### src/rtl/boot_run_ctrl_pkg.sv
// Shared types and helpers for the boot-and-run sequencer.
// Holds the controller state encoding, instruction size and index-width helper.
package boot_pkg;

  typedef enum logic [2:0] {
    LOAD,
    HOLD,
    RUN,
    DONE,
    ERROR
  } state_e;

  localparam int INST_BYTES = 4;

  function automatic int addr_idx_width(input int depth);
    return (depth > 1) ? $clog2(depth) : 1;
  endfunction

endpackage

### src/rtl/boot_run_ctrl_counter.sv
// Saturating up-counter with synchronous clear, enable and terminal-value compare.
// Used by boot_run_ctrl for both the core reset hold window and the run budget.
module boot_run_counter #(
  parameter int WIDTH = 32
) (
  input  logic             clk,
  input  logic             rst_n,
  input  logic             clr,
  input  logic             en,
  input  logic [WIDTH-1:0] term_val,
  output logic [WIDTH-1:0] count,
  output logic             at_term
);

  logic [WIDTH-1:0] count_d, count_q;

  // NOTE: every always_comb output gets a default first so no path can infer a latch.
  always_comb begin
    count_d = count_q;
    if (clr) begin
      count_d = '0;
    end else if (en && (count_q != '1)) begin
      count_d = count_q + WIDTH'(1);
    end
  end

  // NOTE: state registers use non-blocking assignments so all flops update together.
  always_ff @(posedge clk or negedge rst_n) begin
    if (!rst_n) begin
      count_q <= '0;
    end else begin
      count_q <= count_d;
    end
  end

  assign count   = count_q;
  assign at_term = (count_q == term_val);

endmodule

### src/rtl/boot_run_ctrl.sv
// Boot-and-run sequencer: streams an image into IMem, holds core reset, then bounds the run.
// Optional BOOT_CHECKSUM_EN adds a running-XOR image checksum checked on the last word.
module boot_run_ctrl
  import boot_pkg::*;
#(
  parameter int                    DATA_WIDTH = 64,
  parameter int                    INST_WIDTH = 32,
  parameter int                    DEPTH      = 1024,
  parameter logic [DATA_WIDTH-1:0] BASE_ADDR  = '0,
  parameter int                    RST_HOLD   = 4,
  parameter int                    RUN_CYCLES = 1000,
  parameter int                    CNT_WIDTH  = 32
) (
  input  logic                  in_Clk,
  input  logic                  Rst_N,
  input  logic                  in_load_valid,
  input  logic [INST_WIDTH-1:0] in_load_data,
  input  logic                  in_load_last,
  output logic                  out_load_ready,
  output logic                  out_imem_wr_en,
  output logic [DATA_WIDTH-1:0] out_imem_wr_addr,
  output logic [INST_WIDTH-1:0] out_imem_wr_data,
  output logic                  out_done_load_inst,
  output logic                  out_core_rst_n,
  input  logic                  in_halt,
  output logic                  out_run_done,
  output logic                  out_timeout,
  output logic                  out_error,
`ifdef BOOT_CHECKSUM_EN
  input  logic [INST_WIDTH-1:0] in_load_csum,
  output logic                  out_csum_ok,
`endif
  output logic [CNT_WIDTH-1:0]  out_cycle_count
);

  localparam int                    IDX_W     = addr_idx_width(DEPTH);
  localparam int                    HOLD_W    = (RST_HOLD > 1) ? $clog2(RST_HOLD) : 1;
  localparam logic [IDX_W-1:0]      LAST_IDX  = IDX_W'(DEPTH - 1);
  localparam logic [HOLD_W-1:0]     HOLD_TERM = HOLD_W'(RST_HOLD - 1);
  localparam logic [CNT_WIDTH-1:0]  RUN_TERM  = CNT_WIDTH'(RUN_CYCLES - 1);

  state_e                state_d, state_q;
  logic [IDX_W-1:0]      idx_d, idx_q;
  logic                  load_ready_d, load_ready_q;
  logic                  wr_en_d, wr_en_q;
  logic [DATA_WIDTH-1:0] wr_addr_d, wr_addr_q;
  logic [INST_WIDTH-1:0] wr_data_d, wr_data_q;
  logic                  timeout_d, timeout_q;
`ifdef BOOT_CHECKSUM_EN
  logic [INST_WIDTH-1:0] csum_d, csum_q;
  logic                  csum_ok_d, csum_ok_q;
`endif

  logic                  xfer;
  logic                  hold_done;
  logic                  budget_hit;
  logic                  run_clr, run_en;
  logic [HOLD_W-1:0]     hold_count_unused;
  logic [CNT_WIDTH-1:0]  run_count;

  assign xfer = (state_q == LOAD) && load_ready_q && in_load_valid;

  boot_run_counter #(.WIDTH(HOLD_W)) u_hold_cnt (
    .clk      (in_Clk),
    .rst_n    (Rst_N),
    .clr      (state_q != HOLD),
    .en       (state_q == HOLD),
    .term_val (HOLD_TERM),
    .count    (hold_count_unused),
    .at_term  (hold_done)
  );

  // The run count stops on the exiting cycle so DONE shows the last RUN value.
  assign run_clr = (state_q != RUN) && (state_q != DONE);
  assign run_en  = (state_q == RUN) && !in_halt && !budget_hit;

  boot_run_counter #(.WIDTH(CNT_WIDTH)) u_run_cnt (
    .clk      (in_Clk),
    .rst_n    (Rst_N),
    .clr      (run_clr),
    .en       (run_en),
    .term_val (RUN_TERM),
    .count    (run_count),
    .at_term  (budget_hit)
  );

  always_comb begin
    state_d   = state_q;
    idx_d     = idx_q;
    wr_en_d   = 1'b0;
    wr_addr_d = wr_addr_q;
    wr_data_d = wr_data_q;
    timeout_d = timeout_q;
`ifdef BOOT_CHECKSUM_EN
    csum_d    = csum_q;
    csum_ok_d = csum_ok_q;
`endif
    case (state_q)
      LOAD: begin
        if (xfer) begin
          wr_en_d   = 1'b1;
          wr_addr_d = BASE_ADDR + DATA_WIDTH'(idx_q) * DATA_WIDTH'(INST_BYTES);
          wr_data_d = in_load_data;
          idx_d     = idx_q + IDX_W'(1);
`ifdef BOOT_CHECKSUM_EN
          csum_d    = csum_q ^ in_load_data;
`endif
          if (in_load_last) begin
`ifdef BOOT_CHECKSUM_EN
            csum_ok_d = (csum_d == in_load_csum);
            state_d   = csum_ok_d ? HOLD : ERROR;
`else
            state_d   = HOLD;
`endif
          end else if (idx_q == LAST_IDX) begin
            state_d = ERROR;
          end
        end
      end
      HOLD: begin
        if (hold_done) state_d = RUN;
      end
      RUN: begin
        // Halt takes priority over a coincident budget expiry.
        if (in_halt) begin
          state_d   = DONE;
          timeout_d = 1'b0;
        end else if (budget_hit) begin
          state_d   = DONE;
          timeout_d = 1'b1;
        end
      end
      default: ;
    endcase
    load_ready_d = (state_d == LOAD);
  end

  always_ff @(posedge in_Clk or negedge Rst_N) begin
    if (!Rst_N) begin
      state_q      <= LOAD;
      idx_q        <= '0;
      load_ready_q <= 1'b0;
      wr_en_q      <= 1'b0;
      wr_addr_q    <= BASE_ADDR;
      wr_data_q    <= '0;
      timeout_q    <= 1'b0;
    end else begin
      state_q      <= state_d;
      idx_q        <= idx_d;
      load_ready_q <= load_ready_d;
      wr_en_q      <= wr_en_d;
      wr_addr_q    <= wr_addr_d;
      wr_data_q    <= wr_data_d;
      timeout_q    <= timeout_d;
    end
  end

`ifdef BOOT_CHECKSUM_EN
  always_ff @(posedge in_Clk or negedge Rst_N) begin
    if (!Rst_N) begin
      csum_q    <= '0;
      csum_ok_q <= 1'b0;
    end else begin
      csum_q    <= csum_d;
      csum_ok_q <= csum_ok_d;
    end
  end

  assign out_csum_ok = csum_ok_q;
`endif

  assign out_load_ready     = load_ready_q;
  assign out_imem_wr_en     = wr_en_q;
  assign out_imem_wr_addr   = wr_addr_q;
  assign out_imem_wr_data   = wr_data_q;
  assign out_done_load_inst = (state_q == HOLD) || (state_q == RUN) || (state_q == DONE);
  assign out_core_rst_n     = (state_q == RUN) || (state_q == DONE);
  assign out_run_done       = (state_q == DONE);
  assign out_timeout        = timeout_q;
  assign out_error          = (state_q == ERROR);
  assign out_cycle_count    = run_count;

endmodule
### config.mk
export PLATFORM = sky130hd
export DESIGN_NAME = boot_run_ctrl
export DESIGN_NICKNAME = d
export VERILOG_FILES = /design/src/rtl/boot_run_ctrl_pkg.sv /design/src/rtl/boot_run_ctrl_counter.sv /design/src/rtl/boot_run_ctrl.sv
export SDC_FILE = /design/constraint.sdc
export NUM_CORES = 1
export LEC_CHECK = 0
export BUFFER_PORTS_ARGS = -buffer_cell sky130_fd_sc_hd__buf_2
export CAP_MARGIN = 20
export CORE_UTILIZATION = 55
export CTS_BUF_LIST = sky130_fd_sc_hd__clkbuf_8
export DETAILED_ROUTE_END_ITERATION = 8
export PLACE_DENSITY = 0.95
export SYNTH_ARGS = -nofsm -noshare
export SYNTH_HDL_FRONTEND = slang
export SYNTH_SLANG_ARGS = --single-unit
### constraint.sdc
create_clock -name in_Clk -period 4.8 [get_ports in_Clk]
set_input_delay 0.72 -clock in_Clk [delete_from_list [all_inputs] [get_ports in_Clk]]
set_output_delay 0.72 -clock in_Clk [all_outputs]
set_load 0.02 [all_outputs]
### After elaboration in Yosys (flattened, before gate mapping)

Index checks and enable logic that the tools add are counted.

| storage, ports and cells | value |
|---|---|
| bits in registers | 92 |
| input bits | 37 |
| output and inout port bits | 135 |
| word-level logic and storage cells | 58 |

| operators by class | value |
|---|---|
| add/sub/neg operators | 3 |
| equality and inequality tests | 12 |
| mux-type cells | 15 |
| reduce and logical (&&, ||, !) cells | 19 |

Operators by type and width:

| cell | number |
|---|---|
| $mux 32 | 2 |
| $add 32x1->32 const B | 1 |
| $eq 32x10->1 const B | 1 |
| $ne 32x32->1 const B | 1 |
| $mux 3 | 6 |
| $add 10x1->10 const B | 1 |
| $eq 10x10->1 const B | 1 |
| $pmux 3 s3 | 1 |
| $logic_and 1x1->1 | 7 |
| $eq 3x2->1 const B | 2 |
| $logic_not 3->1 | 2 |
| $ne 3x2->1 const B | 2 |
| $reduce_bool 2->1 | 3 |
| $mux 1 | 4 |
| $mux 2 | 2 |
| $reduce_and 2->1 | 2 |
| $eq 3x1->1 const B | 1 |
| $eq 3x3->1 const B | 1 |
| $logic_or 1x1->1 | 3 |
| $ne 3x1->1 const B | 1 |
| $add 2x1->2 const B | 1 |
| $eq 2x2->1 const B | 1 |
| $logic_not 1->1 | 2 |
| $ne 2x2->1 const B | 1 |

### Logic depth before layout (Yosys ltp)

Gate-level depths: netlist (run 1).

| depth | value |
|---|---|
| depth after elaboration | 6 |
| gate-level depth with buffers | 9 |
| gate-level depth less buffers | 6 |

### Hierarchy

From an unflattened synthesis (run 1), not the netlist that was laid out.

| unflattened totals | value |
|---|---|
| cell total of the unflattened synthesis | 471 |
| area, all modules | 5236.3 sq um |

Modules (own cells, without submodules):

| module | instances | cells each | area each (sq um) | seq. area each (sq um) |
|---|---|---|---|---|
| boot_run_ctrl | 1 | 219 | 2926.6 | 1451.4 |
| boot_run_counter (u_run_cnt) | 1 | 239 | 2164.6 | 800.8 |
| boot_run_counter (u_hold_cnt) | 1 | 13 | 145.1 | 50.0 |

### Worst setup path before layout (run 1)

Ideal clock, no wire load.

| timing | value |
|---|---|
| kind | input to register |
| from | input in_halt |
| to | register u_run_cnt.count_q[19] (netlist: u_run_cnt.count[19]) |
| library setup time | 0.078 ns |
| arrival time | 2.475 ns |
| required time | 4.722 ns |
| slack | 2.247 ns |
| cell stages on the path | 6 |
| path buffers | 1 |
| cells stage by stage | or4b_4 -> or3_1 -> or2_0 -> buf_2 -> or4_1 -> a21oi_1 |

| on the way | value |
|---|---|
| longest elaborated chain between the ends | 5 |

RTL lines:

| what | line | RTL |
|---|---|---|
| start: declaration | boot_run_ctrl.sv:25 | `input logic in_halt,` |
| $logic_not 1->1 | boot_run_ctrl.sv:75 | `assign run_en = (state_q == RUN) && !in_halt && !budget_hit;` |
| $logic_and 1x1->1 (2 in a row) | boot_run_ctrl.sv:75 |  |
| $logic_and 1x1->1 | boot_run_ctrl_counter.sv:22 | `end else if (en && (count_q != '1)) begin` |
| $reduce_bool 2->1 (no line) | - |  |
| end signal: assignment | boot_run_ctrl_counter.sv:32 | `count_q <= count_d;` |
| end: declaration | boot_run_ctrl_counter.sv:15 | `logic [WIDTH-1:0] count_d, count_q;` |

No other way between the ends.
A chain may end at the register's enable or synchronous reset.

### Final worst setup path (run 1)

| timing | value |
|---|---|
| from | register state_q[2] |
| to | output out_core_rst_n |

| on the way | value |
|---|---|
| longest elaborated chain between the ends | 2 |
| elaborated cells on any way between the ends | 3 |
| classes of those cells | 2 x eq/ne; 1 x reduce/logical |

RTL lines:

| what | line | RTL |
|---|---|---|
| start: declaration | boot_run_ctrl.sv:42 | `state_e state_d, state_q;` |
| start signal: assignment | boot_run_ctrl.sv:148 | `state_q <= state_d;` |
| $eq 3x2->1 | boot_run_ctrl.sv:177 | `assign out_core_rst_n = (state_q == RUN) \|\| (state_q == DONE);` |
| $logic_or 1x1->1 (*) | boot_run_ctrl.sv:177 |  |
| end: declaration | boot_run_ctrl.sv:24 | `output logic out_core_rst_n,` |

Every way passes the cells marked *; elsewhere a longest branch is shown, timed or not.

==> impl_metrics.json, run 1 <==
{
  "outcome": "completed",
  "grt_pass1_vias": 3386,
  "clockBufferDepth": 2,
  "vdd_ir_drop_max_uv": 421,
  "power_density_nw_per_um2": 478,
  "cts_root_buf": "clkbuf_8",
  "syn-cell-area_um2": 4710,
  "critical_path_class": "reg -> out",
  "crit_chain": "inv_1 > nand2_1 > clkinv_1 > buf_4 > buf_2",
  "drv_cap": 0,
  "wl_met2_um": 4760,
  "async_reset_ff_share_pct": 100,
  "grt_max_degree": 65,
  "portBuffers": 117,
  "synthAdderAreaFrac_pct": 0.797,
  "die_h_um": 94.5,
  "layout-drive-gt1-share_pct": 33.2,
  "cp-end-kind": "primary output",
  "ys.flop_type": "dfrtp_1",
  "synth_compound_area_share_pct": 6.73,
  "start_util_pct": 57.0,
  "cts_hold_buffers": 0,
  "ant_nets": 0,
  "fin_crit_sh_pct": 61.1,
  "first_iter_violations": 187,
  "synth_warnings": 0,
  "synth_area_per_cell_um2": 10.6,
  "cp-start-kind": "flop",
  "top_layer_used": "met4",
  "worst_slew_margin_rel_pct": 46.4,
  "place.gp.congestion": 0.946,
  "ys_seq_area_share_pct": 48.9,
  "ios": 172,
  "post_cts_resized": 0,
  "cts.sinks": 92,
  "layout.nets": 598,
  "syn_inst": 443,
  "postCtsSetupBuffers": 0,
  "antenna_found_initial": 0,
  "cts_tree": "built",
  "wirelength_um": 9910,
  "cp_data_required_time_ps": 4080,
  "finalSetupTns_ps": 0,
  "critPathArrivalTime_ps": 2210,
  "synth_simple_gate_area_share_pct": 17.6,
  "wl_per_cell_um": 14.8,
  "wl_met3_um": 739,
  "min_path_type": "in -> async",
  "cts_buffers": 9,
  "fin_crit_ps": 2930,
  "max_stage_delay_ps": 610,
  "grt_use_total_pct": 22.9,
  "synth_xor_area_share_pct": 3.16,
  "finClkSkew_ps": 16.4,
  "synth_top_family_by_area": "simple AND/OR/NAND/NOR gates",
  "synthMuxAreaShare_pct": 12.2,
  "htreeDepth": 3,
  "crit_fanout": 22,
  "postLayoutSetupSlackWorst_ps": 1870,
  "drc": 0,
  "rsz0062_at_grt": "false",
  "rows": 33,
  "wl_met1_um": 4180,
  "dp_slack_ps": 1890,
  "grt_overflow": 0,
  "clk_latency_ps": 380,
  "grt_pass1_wl_um": 15900,
  "power.leakage_uw": 0.00252,
  "r2r_cells": 5,
  "die_w_um": 94.5,
  "insertedDiodeCount": 0,
  "core_area_um2": 8260,
  "synth-seq-cells": 92,
  "synth_cell_types": 44,
  "path_clk_slew_ps": 110,
  "hpwl_um": 7100,
  "vias": 3685,
  "synth_edf_count": 0,
  "setup_viol": 0,
  "maxClockFrequency_ghz": 0.341,
  "slew_viol_final": 0,
  "finalHoldViolCount": 0,
  "vias_per_cell": 5.52,
  "dr.pass1.iters": 4,
  "die_area_um2": 8930,
  "critPathSlowestCell": "nand2_1",
  "tightest_slew_ps": 802,
  "synthToLayoutAreaGrowth_pct": 15.2
}
-- registers in the layout, indices dropped and copies added (netlist names) --
register,count
out_imem_wr_data,32
u_run_cnt.count,32
idx_q,10
out_imem_wr_addr,10
state_q,3
u_hold_cnt.count,2
out_imem_wr_en,1
out_load_ready,1
out_timeout,1
-- through the flow --
step                      cells  power (uW)  hold slack, ps  util (%)  area, um2
after floorplan             496        1780             424         -       4910
after global placement      650        2000             474      62.6       5170
after detailed placement    650        2050             478      62.6       5170
after CTS                   666        2600             265      65.2       5390
after global routing        668        2730             278      65.7       5420
final                       668        2590             257      65.7       5420
-- worst max-delay path, delay by kind of cell (launching register included) --
kind                   cells  cell delay, ps
buffers and inverters      4             760
AND/OR/NAND/NOR            1             610
flip-flops                 1             460
-- where the power goes --
| group | switching (uW) | total (uW) | internal [uW] |
|---|---|---|---|
| clock network | 304 | 558 | 254 |
| registers | 135 | 1120 | 986 |
| logic | 534 | 912 | 379 |
| total | 973 | 2590 | 1620 |
-- cell type report --
cell class,count,area [um2]
fillers,660,2840
flip-flops and latches,92,2300
multi-input cells,327,2110
repair buffers,121,638
well taps,105,131
clock buffers,9,124
clock inverters,7,92.6
inverters,7,26.3
-- final timing paths --
kind / slack [ps] / end / start
setup / recovery: 1870 / out_core_rst_n / state_q[2]
setup reg to reg: 2150 / u_run_cnt.count[25] / state_q[0]
max in group asynchronous: 3430 / out_imem_wr_data[14] / Rst_N
min in group in_Clk: 490 / idx_q[8] / idx_q[8]
hold reg to reg: 490 / idx_q[8] / idx_q[8]
hold / removal: 260 / u_run_cnt.count[3] / Rst_N
-- cell usage in the layout (no fill, tap or decap), types with 2 or more instances in the layout --
cell type  instances
a21oi_1           18
a31o_2             2
and2_1             4
and3_1             9
and4_1             3
buf_2            116
buf_4              3
clkbuf_8           9
clkinv_4           2
conb_1            54
dfrtp_1           92
ha_1               3
inv_1              6
inv_6              2
mux2_2            43
mux2i_1            9
nand2_1           39
nand2b_1           2
nand3_1           10
nand4_1           19
nor2_1            25
nor3_1             5
nor4_1            12
nor4bb_1           2
o2111ai_1          2
o211ai_1           5
o21ai_0            4
o31ai_1           13
or3_1              5
or4_1             10
xnor2_1           10
xor2_1             7
-- Yosys cell counts, types with 2 or more instances --
library cell | n | area share [%]
o211ai_1 | 5 | 0.80
or4_1 | 10 | 1.6
buf_4 | 54 | 8.6
and2_1 | 4 | 0.53
nand2_1 | 39 | 3.1
and3_1 | 9 | 1.2
nand3_1 | 10 | 1.1
a21oi_1 | 18 | 1.9
mux2_2 | 43 | 10
nor3_1 | 5 | 0.53
o2111ai_1 | 2 | 0.37
inv_1 | 6 | 0.48
a31o_2 | 2 | 0.37
mux2i_1 | 9 | 1.9
buf_1 | 2 | 0.16
or3_1 | 5 | 0.66
nand2b_1 | 2 | 0.27
buf_2 | 4 | 0.43
xor2_1 | 7 | 1.3
nor2_1 | 25 | 2.0
clkbuf_1 | 10 | 0.80
ha_1 | 3 | 0.80
dfrtp_1 | 92 | 49
nand4_1 | 19 | 2.5
nor4_1 | 12 | 1.6
and4_1 | 3 | 0.56
nor4bb_1 | 2 | 0.43
xnor2_1 | 10 | 1.9
o31ai_1 | 13 | 2.1
o21ai_0 | 4 | 0.43
-- layer usage --
metal / vias up / global-route usage, %
li1: 1716 / -
met1: 1782 / 29.5
met2: 164 / 36.7
met3: 23 / 6.60
met4: 0 / 9.09
met5: - / 0
-- logic make-up after synthesis --
kind of cell	after synthesis
xor+xnor	17
simple gates	152
mux	52
buf+inv	77
flops	92
compound gates	49
other cells	1
fa+ha+maj	3
Note: power is estimated with default switching activity, not from simulation.
==> inputs of run 2 (changes only) <==
--- a/config.mk
+++ b/config.mk
@@ -7,10 +7,10 @@
 export LEC_CHECK = 0
 export BUFFER_PORTS_ARGS = -buffer_cell sky130_fd_sc_hd__buf_2
 export CAP_MARGIN = 20
-export CORE_UTILIZATION = 55
+export CORE_UTILIZATION = 51
 export CTS_BUF_LIST = sky130_fd_sc_hd__clkbuf_8
 export DETAILED_ROUTE_END_ITERATION = 8
-export PLACE_DENSITY = 0.95
+export PLACE_DENSITY = 0.89
 export SYNTH_ARGS = -nofsm -noshare
 export SYNTH_HDL_FRONTEND = slang
 export SYNTH_SLANG_ARGS = --single-unit
==> constraint.sdc (replaced) <==
create_clock -name in_Clk -period 3.06 [get_ports in_Clk]
set_input_delay 0.459 -clock in_Clk [delete_from_list [all_inputs] [get_ports in_Clk]]
set_output_delay 0.459 -clock in_Clk [all_outputs]
set_load 0.02 [all_outputs]
==> run 2 against run 1 <==
  * Total power grew 53%
  * Non-clock buffer count increased by 5
  * Via count up 2.4%
  * The run now ends with design-rule violations left
  * Largest cell class unchanged
  * Highest routed layer unchanged
  * Register-to-register slack got worse by 1700 ps
==> impl_metrics.json, run 2 (synthesis gave the netlist of run 1 again) <==
{
  "outcome": "complete, but fails checks",
  "failed_checks": "design-rule violations",
  "grt_use_total_pct": 22.0,
  "cp_data_required_time_ps": 3340,
  "fin_crit_sh_pct": 86.9,
  "power.leakage_uw": 0.00252,
  "setup.worst_path.start": "state_q[0]",
  "post_cts_resized": 0,
  "cts_hold_buffers": 0,
  "cp-end-kind": "flop",
  "finalHoldViolCount": 0,
  "fin_crit_ps": 2660,
  "power_density_nw_per_um2": 731,
  "ios": 172,
  "ant_nets": 0,
  "synthToLayoutAreaGrowth_pct": 15.2,
  "drc": 15,
  "grt_overflow": 0,
  "tightest_slew_ps": 835,
  "postCtsSetupBuffers": 0,
  "min_path_type": "in -> async",
  "hpwl_um": 7570,
  "cts_tree": "built",
  "die_w_um": 98.1,
  "n_fill_cell": 732,
  "cts_root_buf": "clkbuf_8",
  "setup_viol": 0,
  "portBuffers": 117,
  "clk_latency_ps": 360,
  "antenna_found_initial": 0,
  "core_area_um2": 8850,
  "crit_buf_inv": 0,
  "whs_ps": 178,
  "vias_per_cell": 5.58,
  "crit_fanout": 13,
  "maxClockFrequency_ghz": 0.376,
  "slew_viol_final": 0,
  "finalSetupTns_ps": 0,
  "max_stage_delay_ps": 610,
  "grt_pass1_vias": 3544,
  "layout-drive-gt1-share_pct": 33.8,
  "critPathSlowestCell": "or4b_4",
  "cts.sinks": 92,
  "critical_path_class": "reg -> reg",
  "vias": 3772,
  "path_clk_slew_ps": 100,
  "die_h_um": 98.1,
  "wl_per_cell_um": 15.2,
  "critPathArrivalTime_ps": 2940,
  "worst_slew_margin_rel_pct": 44.3,
  "layout_common_cells": "buf_2 (116), dfrtp_1 (92), conb_1 (54), mux2_2 (43), nand2_1 (39)",
  "cts_buffers": 9,
  "finClkSkew_ps": 8.88,
  "layout.nets": 603,
  "clockBufferDepth": 2,
  "final_common_cell": "buf_2",
  "start_util_pct": 53.2,
  "grt_pass1_wl_um": 17000,
  "dr.pass1.iters": 7,
  "cp-start-kind": "flop",
  "first_iter_violations": 155,
  "wirelength_um": 10300,
  "drv_cap": 0,
  "rows": 34,
  "vdd_ir_drop_max_uv": 569,
  "critPathTopFamily": "simple AND/OR/NAND/NOR gates",
  "rsz0062_at_grt": "false",
  "place.gp.congestion": 0.943,
  "grt_max_degree": 60,
  "crit_chain": "or4b_4 > or3_1 > or2_0 > or4_1 > a21oi_1",
  "worstReg2RegStart": "state_q[0]",
  "die_area_um2": 9620,
  "htreeDepth": 3,
  "insertedDiodeCount": 0
}
-- run 2: changes by cell type in the layout (fill, tap and decap cells not counted) --
| cell | delta |
|---|---|
| buf_8 | -1 |
| clkinv_4 | -2 |
| clkinv_8 | -1 |
| clkinvlp_4 | +3 |
| bufinv_16 | -1 |
| inv_6 | -1 |
| buf_4 | +6 |
| inv_8 | +1 |
| clkinv_2 | +1 |
-- run 2: layout make-up --
cell class	count	area [um2]	area share (%)
multi-input cells	327	2110	38.9
clock buffers	9	124	2.28
clock inverters	7	58.8	1.08
well taps	108	135	2.49
repair buffers	126	668	12.3
inverters	7	26.3	0.485
flip-flops and latches	92	2300	42.5
-- run 2: per-layer routing --
| layer | wire length [um] | track usage, % |
|---|---|---|
| met4 | 120 | 5.59 |
| met2 | 5090 | 35.8 |
| met1 | 4210 | 29.3 |
| met3 | 877 | 5.80 |
| met5 | 0 | 0 |
-- run 2: per-stage QoR --
stage	utilization [%]	worst slack [ps]	cells	power, uW	instance area [um2]
floorplan	-	748	496	2790	4910
global placement	59.2	481	660	3160	5240
detailed placement	59.2	423	660	3230	5240
CTS	61.3	428	676	4000	5420
global route	61.3	259	676	4190	5420
finish	61.3	401	676	3960	5420
-- run 2: power breakdown --
group	internal [uW]	total, uW	leakage, uW	switching (uW)
combinational	590	1440	0.00125	846
sequential	1550	1760	0.00118	215
clock	308	765	0.0000857	457
total	2440	3960	0.00252	1520
-- run 2: worst paths after layout --
path | slack, ps | endpoint | depth (start not counted)
min | 180 | u_run_cnt.count[31] | 1
max | 400 | u_run_cnt.count[25] | 5
min in group in_Clk | 330 | out_imem_wr_data[14] | 2
max in group asynchronous | 2230 | u_run_cnt.count[15] | 2
min reg2reg | 500 | idx_q[6] | 1
max reg2reg | 400 | u_run_cnt.count[25] | 5
